--- src/rtl/fir_seq_pkg.sv ---
// Shared types and constants for the FIR sample sequencer.
package fir_seq_pkg;

    typedef enum logic [1:0] {
        StIdle,
        StIssue,
        StWaitFir,
        StCapture
    } fir_seq_state_t;

    localparam int unsigned DEF_TIMEOUT = 64;

    // Watchdog width for a given TIMEOUT; never narrower than one bit.
    function automatic int unsigned wd_width(input int unsigned timeout);
        return (timeout > 2) ? $clog2(timeout) : 1;
    endfunction

endpackage

--- src/rtl/fir_seq_fifo.sv ---
// Sample FIFO for the FIR sequencer. Pointers carry one extra wrap bit so that
// full and empty can be told apart when the address bits match.
module fir_seq_fifo #(
    parameter int unsigned WIDTH = 20,
    parameter int unsigned DEPTH = 4
) (
    input  logic             ck,
    input  logic             rst,
    input  logic             push,
    input  logic             pop,
    input  logic [WIDTH-1:0] din,
    output logic [WIDTH-1:0] dout,
    output logic             full,
    output logic             empty
);
    localparam int unsigned AW = $clog2(DEPTH);

    logic [WIDTH-1:0] mem_q [DEPTH];
    logic [AW:0]      wr_ptr_q;
    logic [AW:0]      rd_ptr_q;

    assign empty = (wr_ptr_q == rd_ptr_q);
    assign full  = (wr_ptr_q[AW] != rd_ptr_q[AW]) && (wr_ptr_q[AW-1:0] == rd_ptr_q[AW-1:0]);
    assign dout  = mem_q[rd_ptr_q[AW-1:0]];

    always_ff @(posedge ck or posedge rst) begin
        if (rst) begin
            wr_ptr_q <= '0;
            rd_ptr_q <= '0;
        end else begin
            if (push) wr_ptr_q <= wr_ptr_q + (AW + 1)'(1);
            if (pop)  rd_ptr_q <= rd_ptr_q + (AW + 1)'(1);
        end
    end

    // Storage is not reset; contents are only observable behind the pointers.
    always_ff @(posedge ck) begin
        if (push) mem_q[wr_ptr_q[AW-1:0]] <= din;
    end

endmodule

--- src/rtl/fir_sequencer.sv ---
// Feeds buffered ADC samples one at a time to the FIR and presents each result on valid/ready.
// Define FIR_SEQ_TIMEOUT_EN to build the WAIT_FIR watchdog; otherwise timeout_err is tied low.
module fir_sequencer
    import fir_seq_pkg::*;
#(
    parameter int unsigned N       = 20,
    parameter int unsigned DEPTH   = 4,
    parameter int unsigned TIMEOUT = DEF_TIMEOUT
) (
    input  logic         ck,
    input  logic         rst,
    input  logic [N-1:0] s_data,
    input  logic         s_valid,
    output logic [N-1:0] fir_in,
    output logic         fir_input_ready,
    input  logic [N-1:0] fir_out,
    input  logic         fir_output_ready,
    output logic [N-1:0] m_data,
    output logic         m_valid,
    input  logic         m_ready,
    input  logic         clear_err,
    output logic         overflow,
    output logic         timeout_err,
    output logic         busy
);
    fir_seq_state_t state_q, state_d;

    logic [N-1:0] fifo_dout;
    logic         fifo_full, fifo_empty, fifo_push, fifo_pop;
    logic         out_free, load_out, wd_expired;
    logic [N-1:0] fir_in_q, m_data_q;
    logic         m_valid_q, overflow_q, timeout_q;

    fir_seq_fifo #(
        .WIDTH(N),
        .DEPTH(DEPTH)
    ) u_fifo (
        .ck   (ck),
        .rst  (rst),
        .push (fifo_push),
        .pop  (fifo_pop),
        .din  (s_data),
        .dout (fifo_dout),
        .full (fifo_full),
        .empty(fifo_empty)
    );

    always_ff @(posedge ck or posedge rst) begin
        if (rst) state_q <= StIdle;
        else     state_q <= state_d;
    end

    // A finished capture with more work queued goes straight to ISSUE, keeping the
    // per-sample loop at N+4 cycles.
    always_comb begin
        state_d = state_q;
        unique case (state_q)
            StIdle:    if (!fifo_empty) state_d = StIssue;
            StIssue:   state_d = StWaitFir;
            StWaitFir: begin
                if (fir_output_ready) state_d = StCapture;
                else if (wd_expired)  state_d = StIdle;
            end
            StCapture: if (out_free) state_d = fifo_empty ? StIdle : StIssue;
            default:   state_d = StIdle;
        endcase
    end

    always_comb begin
        fir_input_ready = 1'b0;
        load_out        = 1'b0;
        fifo_pop        = 1'b0;
        unique case (state_q)
            StIdle:    fifo_pop = !fifo_empty;
            StIssue:   fir_input_ready = 1'b1;
            StCapture: begin
                load_out = out_free;
                fifo_pop = out_free && !fifo_empty;
            end
            default: ;
        endcase
    end

    assign out_free  = !m_valid_q || m_ready;
    assign fifo_push = s_valid && (!fifo_full || fifo_pop);
    assign busy      = (state_q != StIdle) || !fifo_empty;

    always_ff @(posedge ck or posedge rst) begin
        if (rst) begin
            fir_in_q   <= '0;
            m_data_q   <= '0;
            m_valid_q  <= 1'b0;
            overflow_q <= 1'b0;
        end else begin
            if (fifo_pop) fir_in_q <= fifo_dout;
            if (load_out) m_data_q <= fir_out;
            m_valid_q  <= load_out || (m_valid_q && !m_ready);
            overflow_q <= (s_valid && !fifo_push) || (overflow_q && !clear_err);
        end
    end

`ifdef FIR_SEQ_TIMEOUT_EN
    localparam int unsigned WdW = wd_width(TIMEOUT);

    logic [WdW-1:0] wd_q;
    logic           timeout_set;

    always_ff @(posedge ck or posedge rst) begin
        if (rst)                      wd_q <= '0;
        else if (state_q == StIssue)  wd_q <= '0;
        else if (state_q == StWaitFir) wd_q <= wd_q + WdW'(1);
    end

    assign wd_expired  = (wd_q == WdW'(TIMEOUT - 1));
    // fir_output_ready takes priority over a watchdog expiring in the same cycle.
    assign timeout_set = (state_q == StWaitFir) && !fir_output_ready && wd_expired;

    always_ff @(posedge ck or posedge rst) begin
        if (rst) timeout_q <= 1'b0;
        else     timeout_q <= timeout_set || (timeout_q && !clear_err);
    end
`else
    assign wd_expired = 1'b0;
    assign timeout_q  = 1'b0;
`endif

    assign fir_in      = fir_in_q;
    assign m_data      = m_data_q;
    assign m_valid     = m_valid_q;
    assign overflow    = overflow_q;
    assign timeout_err = timeout_q;

endmodule

--- config.mk ---
export PLATFORM = sky130hd
export DESIGN_NAME = fir_sequencer
export DESIGN_NICKNAME = d
export VERILOG_FILES = /design/src/rtl/fir_seq_pkg.sv /design/src/rtl/fir_seq_fifo.sv /design/src/rtl/fir_sequencer.sv
export SDC_FILE = /design/constraint.sdc
export NUM_CORES = 1
export LEC_CHECK = 0
export ABC_CLOCK_PERIOD_IN_PS = 2900
export CAP_MARGIN = 10
export CORE_MARGIN = 4
export CORE_UTILIZATION = 30
export CTS_CLUSTER_DIAMETER = 50
export CTS_CLUSTER_SIZE = 28
export DETAILED_ROUTE_END_ITERATION = 7
export GPL_ROUTABILITY_DRIVEN = 0
export MAX_ROUTING_LAYER = met4
export PLACE_DENSITY_LB_ADDON = 0.08
export SLEW_MARGIN = 15
export SYNTH_ARGS = -nofsm -noshare
export SYNTH_HDL_FRONTEND = slang
export SYNTH_SLANG_ARGS = --single-unit
--- constraint.sdc ---
create_clock -name ck -period 2.9 [get_ports ck]
set_clock_uncertainty 0.2 [all_clocks]
set_input_delay 0.725 -clock ck [delete_from_list [all_inputs] [get_ports ck]]
set_output_delay 0.725 -clock ck [all_outputs]
set_load 0.02 [all_outputs]
==> impl_metrics.env, run 1 <==
export IMPL_p_leak_nw=2.57
export IMPL_vias_per_cell=4.32
export IMPL_drive_gt1_share_pct=28.5
export IMPL_endpoint_kind="output port"
export IMPL_crit_type="flop to output port"
export IMPL_ant_nets=0
export IMPL_clock_latency_ns=0.40
export IMPL_cts_hold_buf=0
export IMPL_p_per_area_nw_per_um2=1190
export IMPL_n_fill_cell=1535
export IMPL_worstHoldPathType="flop to flop"
export IMPL_start_util_pct=30.7
export IMPL_synthXorXnorAreaFrac_pct=1.36
export IMPL_clock_sinks=130
export IMPL_dpl_hpwl_um=6250
export IMPL_worstPathRequired_ns=1.98
export IMPL_grt_antenna_before_repair=0
export IMPL_cts_root_buffer="clkbuf_16"
export IMPL_hold_viol=0
export IMPL_worst_pin_slew_ns=0.579
export IMPL_setup_viol=0
export IMPL_max_clock_path_buffers=2
export IMPL_grt_pass1_wl_um=16100
export IMPL_cp_arrival_ns=1.80
export IMPL_syn_instance_count=256
export IMPL_status="finished clean"
export IMPL_dieArea_um2=19300
export IMPL_num_antenna_cells=0
export IMPL_synthSimpleGateAreaFrac_pct=2.00
export IMPL_start_kind="flop"
export IMPL_avgSynthCellArea_um2=20.1
export IMPL_post_cts_buffers=0
export IMPL_cp_max_fo=4
export IMPL_postSynth_asyncResetShare_pct=38.5
export IMPL_overflow=0
export IMPL_grt_usage_pct=11.4
export IMPL_rsz0062_at_grt="false"
export IMPL_seq_area_frac_synth_pct=71.2
export IMPL_ys_seq_elements=130
export IMPL_nets=418
export IMPL_dr_first_iter_drc_count=94
export IMPL_netlist_area_um2=5130
export IMPL_wl_um=10000
export IMPL_num_rows=47
export IMPL_ir_drop_mv=0.509
export IMPL_hold_slack_ns=0.304
export IMPL_synth_top_family_by_area="multiplexers"
export IMPL_synth_compound_area_share_pct=1.41
export IMPL_io_pins=91
export IMPL_cts_buffers=17
export IMPL_syn_nets=312
export IMPL_grt_pass1_vias=2893
export IMPL_muxShareOfSynthArea_pct=19.7
export IMPL_areaGrowthSynthToFinish_pct=34.2
export IMPL_slew_viol_final=0
export IMPL_wl_per_cell_um=16.8
export IMPL_synth_main_ff_cell="edfxtp_1"
export IMPL_cts_tree="built"
export IMPL_path_clk_slew_ns=0.05
export IMPL_grt_max_degree=30
export IMPL_ys_warn_count=0
export IMPL_synth_distinct_cells=33
export IMPL_fp_dieH_um=139
export IMPL_final_period_utilization_pct=94.0
export IMPL_slew_headroom_pct=61.4
export IMPL_core_um2=16700
export IMPL_min_period_ns=2.72
export IMPL_synth_edf_count=80
export IMPL_cts_htree_levels=4
export IMPL_vias=2573
export IMPL_final_setup_tns_ns=0
export IMPL_die_w_um=139
export IMPL_final_common_cell="clkdlybuf4s50_1"
export IMPL_first_pass_iters=4
export IMPL_drc=0
export IMPL_place_port_buffers=89
export IMPL_max_cap_viol_count=0
export IMPL_fmax_mhz=367
export IMPL_synth_fa_ha_area_share_pct=2.44
export IMPL_final_cell_mix="88 x clkdlybuf4s50_1, 80 x edfxtp_1, 49 x dfrtp_1"
Yosys cell counts (all sizes together), types with 3 or more instances:
library cell / number / area (µm²)
mux2: 43 / 559
xor2: 5 / 43.8
ha: 10 / 125
and2: 3 / 22.5
clkbuf: 4 / 15.0
xnor2: 3 / 26.3
edfxtp: 80 / 2400
dfrtp: 50 / 1250
inv: 11 / 41.3
mux4: 20 / 450
nand2b: 3 / 18.8
buf: 5 / 40.0
final timing paths:
path	start	slack, ns	end	depth (start not counted)
hold / removal	m_data[9]	0.30	m_data[9]	1
min in group asynchronous	rst	0.45	m_data[1]	2
max in group asynchronous	rst	1.49	u_fifo.rd_ptr_q[0]	3
setup / recovery	u_fifo.wr_ptr_q[0]	0.18	busy	4
hold reg to reg	m_data[9]	0.30	m_data[9]	1
setup reg to reg	state_q[0]	0.37	u_fifo.mem_q[0][12]	6
sequential cells by signal, indices dropped and copies added, names as in the netlist:
name,flops
u_fifo.wr_ptr_q,3
u_fifo.rd_ptr_q,3
state_q,2
m_valid,1
overflow,1
m_data,20
u_fifo.mem_q,80
fir_in,20
logic make-up (layout without fill, tap and decap cells):
group,count (synthesis),count (layout)
flip-flops,130,130
multiplexers,63,63
buffers and inverters,20,139
AND/OR/NAND/NOR,15,15
adder cells (fa/ha/maj),10,10
AO/OA/AOI/OAI,9,9
XOR/XNOR,8,8
other,1,1
critical path, cell delays in order, from the launching register on:
cell,delay (ns)
dfrtp_1,0.42
xor2_1,0.23
nor4_4,0.34
inv_1,0.08
dlygate4sd2_1,0.32
report_power, final:
part	total, mW	internal, mW	switching (mW)
clock	1.92	1.19	0.730
combinational	3.37	1.82	1.55
sequential	2.91	2.64	0.270
metal layers:
layer  global-route usage, %  up-vias  part of all wire (%)
li1                        -     1190                     -
met1                    14.0     1286                    45
met4                    4.69        0                   1.8
met2                    17.3       83                    48
met3                    3.86       14                   5.2
met5                       -        -                     0
final cells by class:
class | count | area [µm²] | share of cell area, %
flip-flops and latches | 130 | 3650 | 53.1
inverters | 11 | 41.3 | 0.599
repair buffers | 96 | 980 | 14.2
clock inverters | 11 | 87.6 | 1.27
multi-input cells | 106 | 1400 | 20.3
well taps | 220 | 275 | 4.00
clock buffers | 21 | 450 | 6.54
what timing repair did:
item | 4_1_cts | 5_1_grt
resized for setup | 3 | 1
endpoints found under the setup margin | 1 | 1
pin swaps | 0 | 1
cloned | 0 | 0
metrics by stage:
step / std cells / total power [mW] / instance area (µm²) / utilization, % / setup slack (ns)
after floorplan: 256 / 5.12 / 5130 / - / 0.519
after global placement: 563 / 6.35 / 6340 / 37.9 / -0.00830
after detailed placement: 563 / 6.38 / 6340 / 37.9 / 0.00856
after CTS: 595 / 8.37 / 6890 / 41.2 / 0.0188
after global routing: 595 / 8.69 / 6890 / 41.2 / 0.0757
final: 595 / 8.20 / 6890 / 41.2 / 0.175
Power figures use the tool's default switching activity.
==> run 2: changes to the inputs <==
Settings changed: CAP_MARGIN 10 to 0.
==> results of run 2 <==
Final layout, timing and power as in run 1 (identical DEF).
==> run 3: changes to the inputs <==
Settings changed: CORE_UTILIZATION 30 to 52.
==> run 3 against run 2 <==
  * Hold slack worse by 0.0028 ns
  * Cell count down 13%
  * Non-clock buffer count up 8
  * Total power up 4.3%
  * Count of clock-buffer cells in the layout down 2
  * Critical path depth down 1
  * Design area up 0.94%
  * Via count up 2.3%
  * Register-to-register slack better by 0.16 ns
  * Core utilization up 31 points
  * First-iteration DRC count up 8.5%
==> impl_metrics.env, run 3 (synthesis results as in run 1) <==
export IMPL_dp_cells=482
export IMPL_ir_drop_mv=0.528
export IMPL_areaGrowthSynthToFinish_pct=35.4
export IMPL_final_setup_tns_ns=0
export IMPL_endpoint_kind="output port"
export IMPL_max_stage_delay_ns=0.53
export IMPL_largest_register_ffs=80
export IMPL_worstHoldPathType="flop to flop"
export IMPL_cts_tree="built"
export IMPL_num_antenna_cells=0
export IMPL_clock_sinks=130
export IMPL_crit_buf_inv=2
export IMPL_place_port_buffers=89
export IMPL_grt_pass1_vias=2736
export IMPL_n_fill_cell=617
export IMPL_cp_top_family="buffers and inverters"
export IMPL_core_um2=9680
export IMPL_cts_htree_levels=4
export IMPL_start_util_pct=53.0
export IMPL_p_per_area_nw_per_um2=1230
export IMPL_setup_viol=0
export IMPL_slew_viol_final=0
export IMPL_clock_latency_ns=0.50
export IMPL_power_mw=8.56
export IMPL_drive_gt1_share_pct=30.8
export IMPL_nets=426
export IMPL_fmax_mhz=374
export IMPL_crit_type="flop to output port"
export IMPL_ant_nets=0
export IMPL_cts_root_buffer="clkbuf_8"
export IMPL_grt_pass1_wl_um=14200
export IMPL_min_period_ns=2.68
export IMPL_hold_slack_ns=0.301
export IMPL_worst_pin_slew_ns=0.502
export IMPL_grt_max_degree=24
export IMPL_fp_dieH_um=107
export IMPL_die_w_um=107
export IMPL_vias_per_cell=5.10
export IMPL_cts_hold_buf=0
export IMPL_wl_per_cell_um=17.2
export IMPL_overflow=0
export IMPL_io_pins=91
export IMPL_num_rows=36
export IMPL_final_util_pct=71.8
export IMPL_p_leak_nw=2.65
export IMPL_dr_first_iter_drc_count=102
export IMPL_place_ws_ns=0.135
export IMPL_cts_buffers=17
export IMPL_path_cells="buf_4 > ha_1 > clkdlybuf4s50_1"
export IMPL_first_pass_iters=6
export IMPL_finalNonFillerCells=516
export IMPL_slew_headroom_pct=66.5
export IMPL_hold_viol=0
export IMPL_dieArea_um2=11500
export IMPL_rsz0062_at_grt="false"
export IMPL_design_area_um2=6950
export IMPL_cp_max_fo=4
export IMPL_drc=0
export IMPL_dpl_hpwl_um=5900
export IMPL_vias=2631
export IMPL_dpl_cell_area_um2=6320
export IMPL_wl_um=8890
export IMPL_worstPathRequired_ns=1.98
export IMPL_worst_slack_ns=0.224
export IMPL_grt_usage_pct=16.9
export IMPL_cp_arrival_ns=1.75
export IMPL_final_common_cell="clkdlybuf4s50_1"
export IMPL_max_clock_path_buffers=2
export IMPL_start_kind="flop"
export IMPL_max_cap_viol_count=0
export IMPL_final_period_utilization_pct=92.3
export IMPL_critical_path_slowest_cell="clkdlybuf4s50_1"
export IMPL_final_cell_mix="88 x clkdlybuf4s50_1, 80 x edfxtp_1, 50 x dfrtp_1"
export IMPL_grt_antenna_before_repair=0
export IMPL_path_clk_slew_ns=0.06
export IMPL_status="finished clean"
run 3: path summary, 6_finish.rpt:
path	startpoint	end	slack, ns	cells past startpoint
max	state_q[0]	fir_input_ready	0.22	3
min	m_data[1]	m_data[1]	0.30	1
max reg2reg	state_q[0]	u_fifo.mem_q[2][3]	0.53	7
min reg2reg	m_data[1]	m_data[1]	0.30	1
max in group asynchronous	rst	m_data[10]	1.48	3
min in group asynchronous	rst	fir_in[7]	0.37	2
run 3: per-layer routing:
layer	vias to the layer above	routed length, µm	share of wire [%]	GRT usage [%]
met3	11	402	4.5	3.90
li1	1211	-	-	-
met4	0	110	1.2	6.49
met2	72	4520	51	26.7
met1	1337	3860	43	21.6
met5	-	0	0	-
run 3: final cells by class:
type                    instances  area, µm²  share of cell area (%)
repair buffers                104       1090                    15.6
multi-input cells             106       1390                    20.0
flip-flops and latches        130       3650                    52.5
inverters                      11       41.3                   0.594
well taps                     133        166                    2.39
clock inverters                13        184                    2.65
clock buffers                  19        432                    6.21
run 3: timing repair:
| action | 4_1_cts | 5_1_grt |
|---|---|---|
| pin swaps | 0 | 1 |
| resized for setup | 3 | 2 |
| endpoints found under the setup margin | 1 | 1 |
| gates cloned | 0 | 0 |
| setup buffers | 2 | 0 |
run 3: where the power goes:
part           switching [mW]  leakage (nW)  internal (mW)  total (mW)
clock                   0.743         0.296           1.42        2.16
combinational            1.53          1.03           1.96        3.49
sequential              0.270          1.32           2.64        2.91
